File: config.mk
export PLATFORM = sky130hd
export DESIGN_NAME = mem_arbiter
export DESIGN_NICKNAME = d
export VERILOG_FILES = /design/src/rtl/mem_arb_pkg.sv /design/src/rtl/rr_arb2.sv /design/src/rtl/mem_arbiter.sv
export SDC_FILE = /design/constraint.sdc
export NUM_CORES = 1
export LEC_CHECK = 0
export ABC_AREA = 1
export CAP_MARGIN = 10
export CELL_PAD_IN_SITES_DETAIL_PLACEMENT = 0
export CELL_PAD_IN_SITES_GLOBAL_PLACEMENT = 1
export CORE_MARGIN = 5
export CORE_UTILIZATION = 15
export DETAILED_ROUTE_END_ITERATION = 10
export GPL_ROUTABILITY_DRIVEN = 0
export GPL_TIMING_DRIVEN = 0
export PLACE_DENSITY_LB_ADDON = 0.15
export SYNTH_ARGS = -nofsm -noshare
export SYNTH_HDL_FRONTEND = slang
export SYNTH_SLANG_ARGS = --single-unit
File: constraint.sdc
create_clock -name clk -period 1.3 [get_ports clk]
set_input_delay 0.13 -clock clk [delete_from_list [all_inputs] [get_ports clk]]
set_output_delay 0.13 -clock clk [all_outputs]
set_load 0.05 [all_outputs]
File: src/rtl/mem_arb_pkg.sv
// Shared widths and the response-tag encoding for the fetch/data memory arbiter.
package mem_arb_pkg;

    localparam int ADDR_W = 16;
    localparam int DATA_W = 32;
    localparam int BE_W   = 4;

    typedef enum logic [1:0] {
        RSP_NONE = 2'd0,
        RSP_IF   = 2'd1,
        RSP_DM   = 2'd2
    } rsp_tag_e;

endpackage

File: src/rtl/rr_arb2.sv
// Two-input round-robin arbiter; on a tie the side not granted most recently wins.
module rr_arb2 (
    input  logic clk,
    input  logic rst,
    input  logic req_if,
    input  logic req_dm,
    output logic gnt_if,
    output logic gnt_dm
);

    // 1 = DM held the last grant; reset value makes the first tie go to IF.
    logic last_dm_q;
    logic last_dm_d;

    always_comb begin
        gnt_if    = rst & req_if & (~req_dm | last_dm_q);
        gnt_dm    = rst & req_dm & ~gnt_if;
        last_dm_d = last_dm_q;
        if (gnt_if) begin
            last_dm_d = 1'b0;
        end else if (gnt_dm) begin
            last_dm_d = 1'b1;
        end
    end

    always_ff @(posedge clk or negedge rst) begin
        if (!rst) begin
            last_dm_q <= 1'b1;
        end else begin
            last_dm_q <= last_dm_d;
        end
    end

endmodule

File: src/rtl/mem_arbiter.sv
// Shares one single-port SRAM between an instruction-fetch port and a data port.
// Reads return one cycle after grant; writes commit at the grant edge.
module mem_arbiter
    import mem_arb_pkg::*;
(
    input  logic              clk,
    input  logic              rst,
    input  logic              if_req,
    input  logic [ADDR_W-1:0] if_addr,
    output logic              if_gnt,
    output logic              if_rvalid,
    output logic [DATA_W-1:0] if_rdata,
    input  logic              dm_req,
    input  logic [BE_W-1:0]   dm_w_en,
    input  logic [ADDR_W-1:0] dm_addr,
    input  logic [DATA_W-1:0] dm_wdata,
    output logic              dm_gnt,
    output logic              dm_rvalid,
    output logic [DATA_W-1:0] dm_rdata,
    output logic [BE_W-1:0]   mem_w_en,
    output logic [ADDR_W-1:0] mem_addr,
    output logic [DATA_W-1:0] mem_wdata,
    input  logic [DATA_W-1:0] mem_rdata,
    output logic [15:0]       conflict_cnt
);

    rsp_tag_e    rsp_tag_q;
    rsp_tag_e    rsp_tag_d;
    logic [15:0] conflict_cnt_q;
    logic [15:0] conflict_cnt_d;

    rr_arb2 u_rr_arb2 (
        .clk    (clk),
        .rst    (rst),
        .req_if (if_req),
        .req_dm (dm_req),
        .gnt_if (if_gnt),
        .gnt_dm (dm_gnt)
    );

    // Memory-side mux: the idle bus is all zeros so nothing is written by accident.
    always_comb begin
        mem_w_en  = '0;
        mem_addr  = '0;
        mem_wdata = '0;
        if (if_gnt) begin
            mem_addr = if_addr;
        end else if (dm_gnt) begin
            mem_w_en  = dm_w_en;
            mem_addr  = dm_addr;
            mem_wdata = dm_wdata;
        end
    end

    always_ff @(posedge clk or negedge rst) begin
        if (!rst) begin
            rsp_tag_q      <= RSP_NONE;
            conflict_cnt_q <= '0;
        end else begin
            rsp_tag_q      <= rsp_tag_d;
            conflict_cnt_q <= conflict_cnt_d;
        end
    end

    // Next tag: only read grants expect a response in the following cycle.
    always_comb begin
        rsp_tag_d = RSP_NONE;
        if (if_gnt) begin
            rsp_tag_d = RSP_IF;
        end else if (dm_gnt && (dm_w_en == '0)) begin
            rsp_tag_d = RSP_DM;
        end
    end

    always_comb begin
        conflict_cnt_d = conflict_cnt_q;
        if (if_req && dm_req && (conflict_cnt_q != 16'hFFFF)) begin
            conflict_cnt_d = conflict_cnt_q + 16'd1;
        end
    end

    always_comb begin
        if_rvalid    = (rsp_tag_q == RSP_IF);
        dm_rvalid    = (rsp_tag_q == RSP_DM);
        if_rdata     = mem_rdata;
        dm_rdata     = mem_rdata;
        conflict_cnt = conflict_cnt_q;
    end

endmodule

==> metrics <==
Layout area overhead=173.2%; drt drc=0; Max-cap violations=0; CP max FO=6; vias in the first global route=~2,900; EDFF count, synth=0; total number of vias=around 2,800; DP Cell Count=705; PortBufs=between 200 and 250; Die Y=128.8 um; CTS Buffer Depth=2; hold path start=rst; r2r worst-path depth=9; H-tree Lvls=1; FF-to-FF Start=conflict_cnt[0]; synthesized area per cell=6.661 um2; r2r setup slk=-0.11 ns; max_slew headroom=between 30% and 40%; cts bufs inserted=3; Pwr per Cell Area=about 730 nW/um2; top cell type by total area after synthesis=buf_4; Inserted Diodes=0; Final Power=about 4300 uW; antenna violations before repair=0; most frequent cell after synthesis=buf_4; Lkg Pwr=between 0.002 and 0.003 uW; top_reg_cell synth=dfrtp_1; post-synth top area share=a little under a quarter; per-cell routed wire length=14.12 um; status=complete, but fails checks; vias per cell=roughly 3.7; ranking of synthesized cells by area=buf_4 (23%), dfrtp_1 (21%), nand2_1 (11%); Setup crit start=u_rr_arb2.last_dm_q; Seq/Total Area, Yosys=22.50%; Sequential Area=~500 um2; hold depth=4; Worst Hold Class=input pin to flip-flop; ys async rst share=100.0%; Post-Syn Area=approximately 2100 um2; Clk Latency, worst-skew pair=~0.26 ns; RSZ-0062 raised after global routing=true; CP Capture Type=output pin; fillers=1,389; Sink Count=19; Syn Inst Count=roughly 320; dpl ws=-1.919 ns; Synth top cells by count=buf_4 (64), nand2_1 (61), nor2_1 (52); Fmax=555.1 MHz; DP Wirelength=about 8.4 mm; area of the core=13,880 um2; final non-filler cell total=752; die area=16,600 um2; clk_skew=0.002681 ns; Critical Path AT=~1.7 ns; critical path class=flip-flop to output pin; failing checks=setup timing; worst-margin pin slew=between 0.9 and 1 ns; Synth Warn #=0; 1st-pass router iterations=4; Ports=240; synth unique cells=27; initial core utilization=about 15%; post-route design area=roughly 5800 um2; synthesized flop and latch total=19; layout cells sized above 1=a little over half; Initial DRC Count=between 50 and 60; first-pass GRT wire length=approximately 15 mm; startpoint types=flip-flop; GRT Total Usage=roughly 12%; Multi-input gate area=1454 um2; clk slew on worst S/H paths=0.06 ns; Slew Limit Fails=0; Req. time, crit path=roughly 1.2 ns; clock root cell=clkbuf_16; placed inst area=around 4900 um2; worst vdd ir=between 1000 and 1500 uV; largest net degree at the start of global routing=19; final hold violations=0; row cnt=43; Routed WL=between 10 and 15 mm; final worst setup slack=-0.5014 ns; grt ovf=0; fin crit period=1.801 ns; CTS tree=yes; antenna-violating nets left=0; Synth Net Count=423; Setup Viol. Count Final=69; period utilisation layout=138.6%; die width=128.8 um; final net count=between 600 and 700
per-stage QoR:
step / hold WS [ns] / TNS [ns] / util [%]
after detailed placement: 0.4971 / -104.37 / 35.15
after floorplan: -0.1656 / -4.581 / -
after CTS: 0.3169 / -27.67 / 39.72
after global placement: 0.4960 / -105.76 / 35.15
after global routing: 0.3272 / -30.88 / 41.69
final: 0.3092 / -25.66 / 41.69
final timing paths:
check,end
worst max-delay path,mem_addr[13]
worst min-delay path,u_rr_arb2.last_dm_q
worst max register to register,conflict_cnt[2]
worst min register to register,conflict_cnt[14]
max in group asynchronous,conflict_cnt[4]
min in group asynchronous,conflict_cnt[8]
area by class of cell:
cell class / instances / share of cell area [%]
tap: 180 / 3.892
multi-input combinational: 173 / 25.12
sequential: 19 / 8.584
clock buffer: 4 / 1.362
inverter: 54 / 3.762
timing repair buffer: 251 / 46.38
buffer: 71 / 10.90
cells by family after synthesis:
group,count (synthesis),share of synthesized area (%)
simple gates,139,29.47
buf+inv,126,34.85
compound gates,27,10.10
flops,19,22.50
xor+xnor,6,2.481
fa+ha+maj,1,0.5906
routing by layer:
metal  vias up  routed length, um  global-route usage, %
met5         -                  0                      0
met4         0                 82                  1.729
met3         4                757                  2.117
met2       116               5851                  22.47
met1      1267               3927                  13.41
li1       1408                  -                      -
cell usage in the layout, fill, tap and decap left out, types with 5 or more instances in the layout:
cell type        count
nand2_1             43
nor2_2               8
clkdlybuf4s15_2     10
nand2_2             18
nor2_4              41
nor2_1               9
nand2_4              5
buf_12              10
inv_1               50
buf_8               11
dfrtp_2             16
buf_6               51
a22o_4              14
clkdlybuf4s50_1    134
buf_4               89
clkbuf_16            6
o21ai_2              6
buf_2                6
worst max-delay path, cell delays in order, from the launching register on:
cell	delay, ns
dfstp_2	0.54
inv_2	0.03
nand2_2	0.06
nand3_4	0.09
nand2_4	0.12
inv_8	0.06
clkbuf_16	0.15
a22o_4	0.21
buf_6	0.15
where the power goes:
part	leakage [uW]	internal (uW)	switching (uW)
logic	0.00237	1190	1570
clock network	0.0000382	419	254
registers	0.000229	688	125
what timing repair did:
item / CTS / global route
cloned: 3 / 3
setup endpoints to repair: 90 / 93
setup buffers: 21 / 18
endpoints found under the hold margin: 18 / 0
resized for setup: 480 / 55
hold buffers: 2 / 0
pin swaps: 6 / 18
flip-flops by register name, summed over array words and instances (netlist names):
| register | flops |
|---|---|
| conflict_cnt | 16 |
| u_rr_arb2.last_dm_q | 1 |
| rsp_tag_q | 2 |
(Power assumes the default switching activity.)
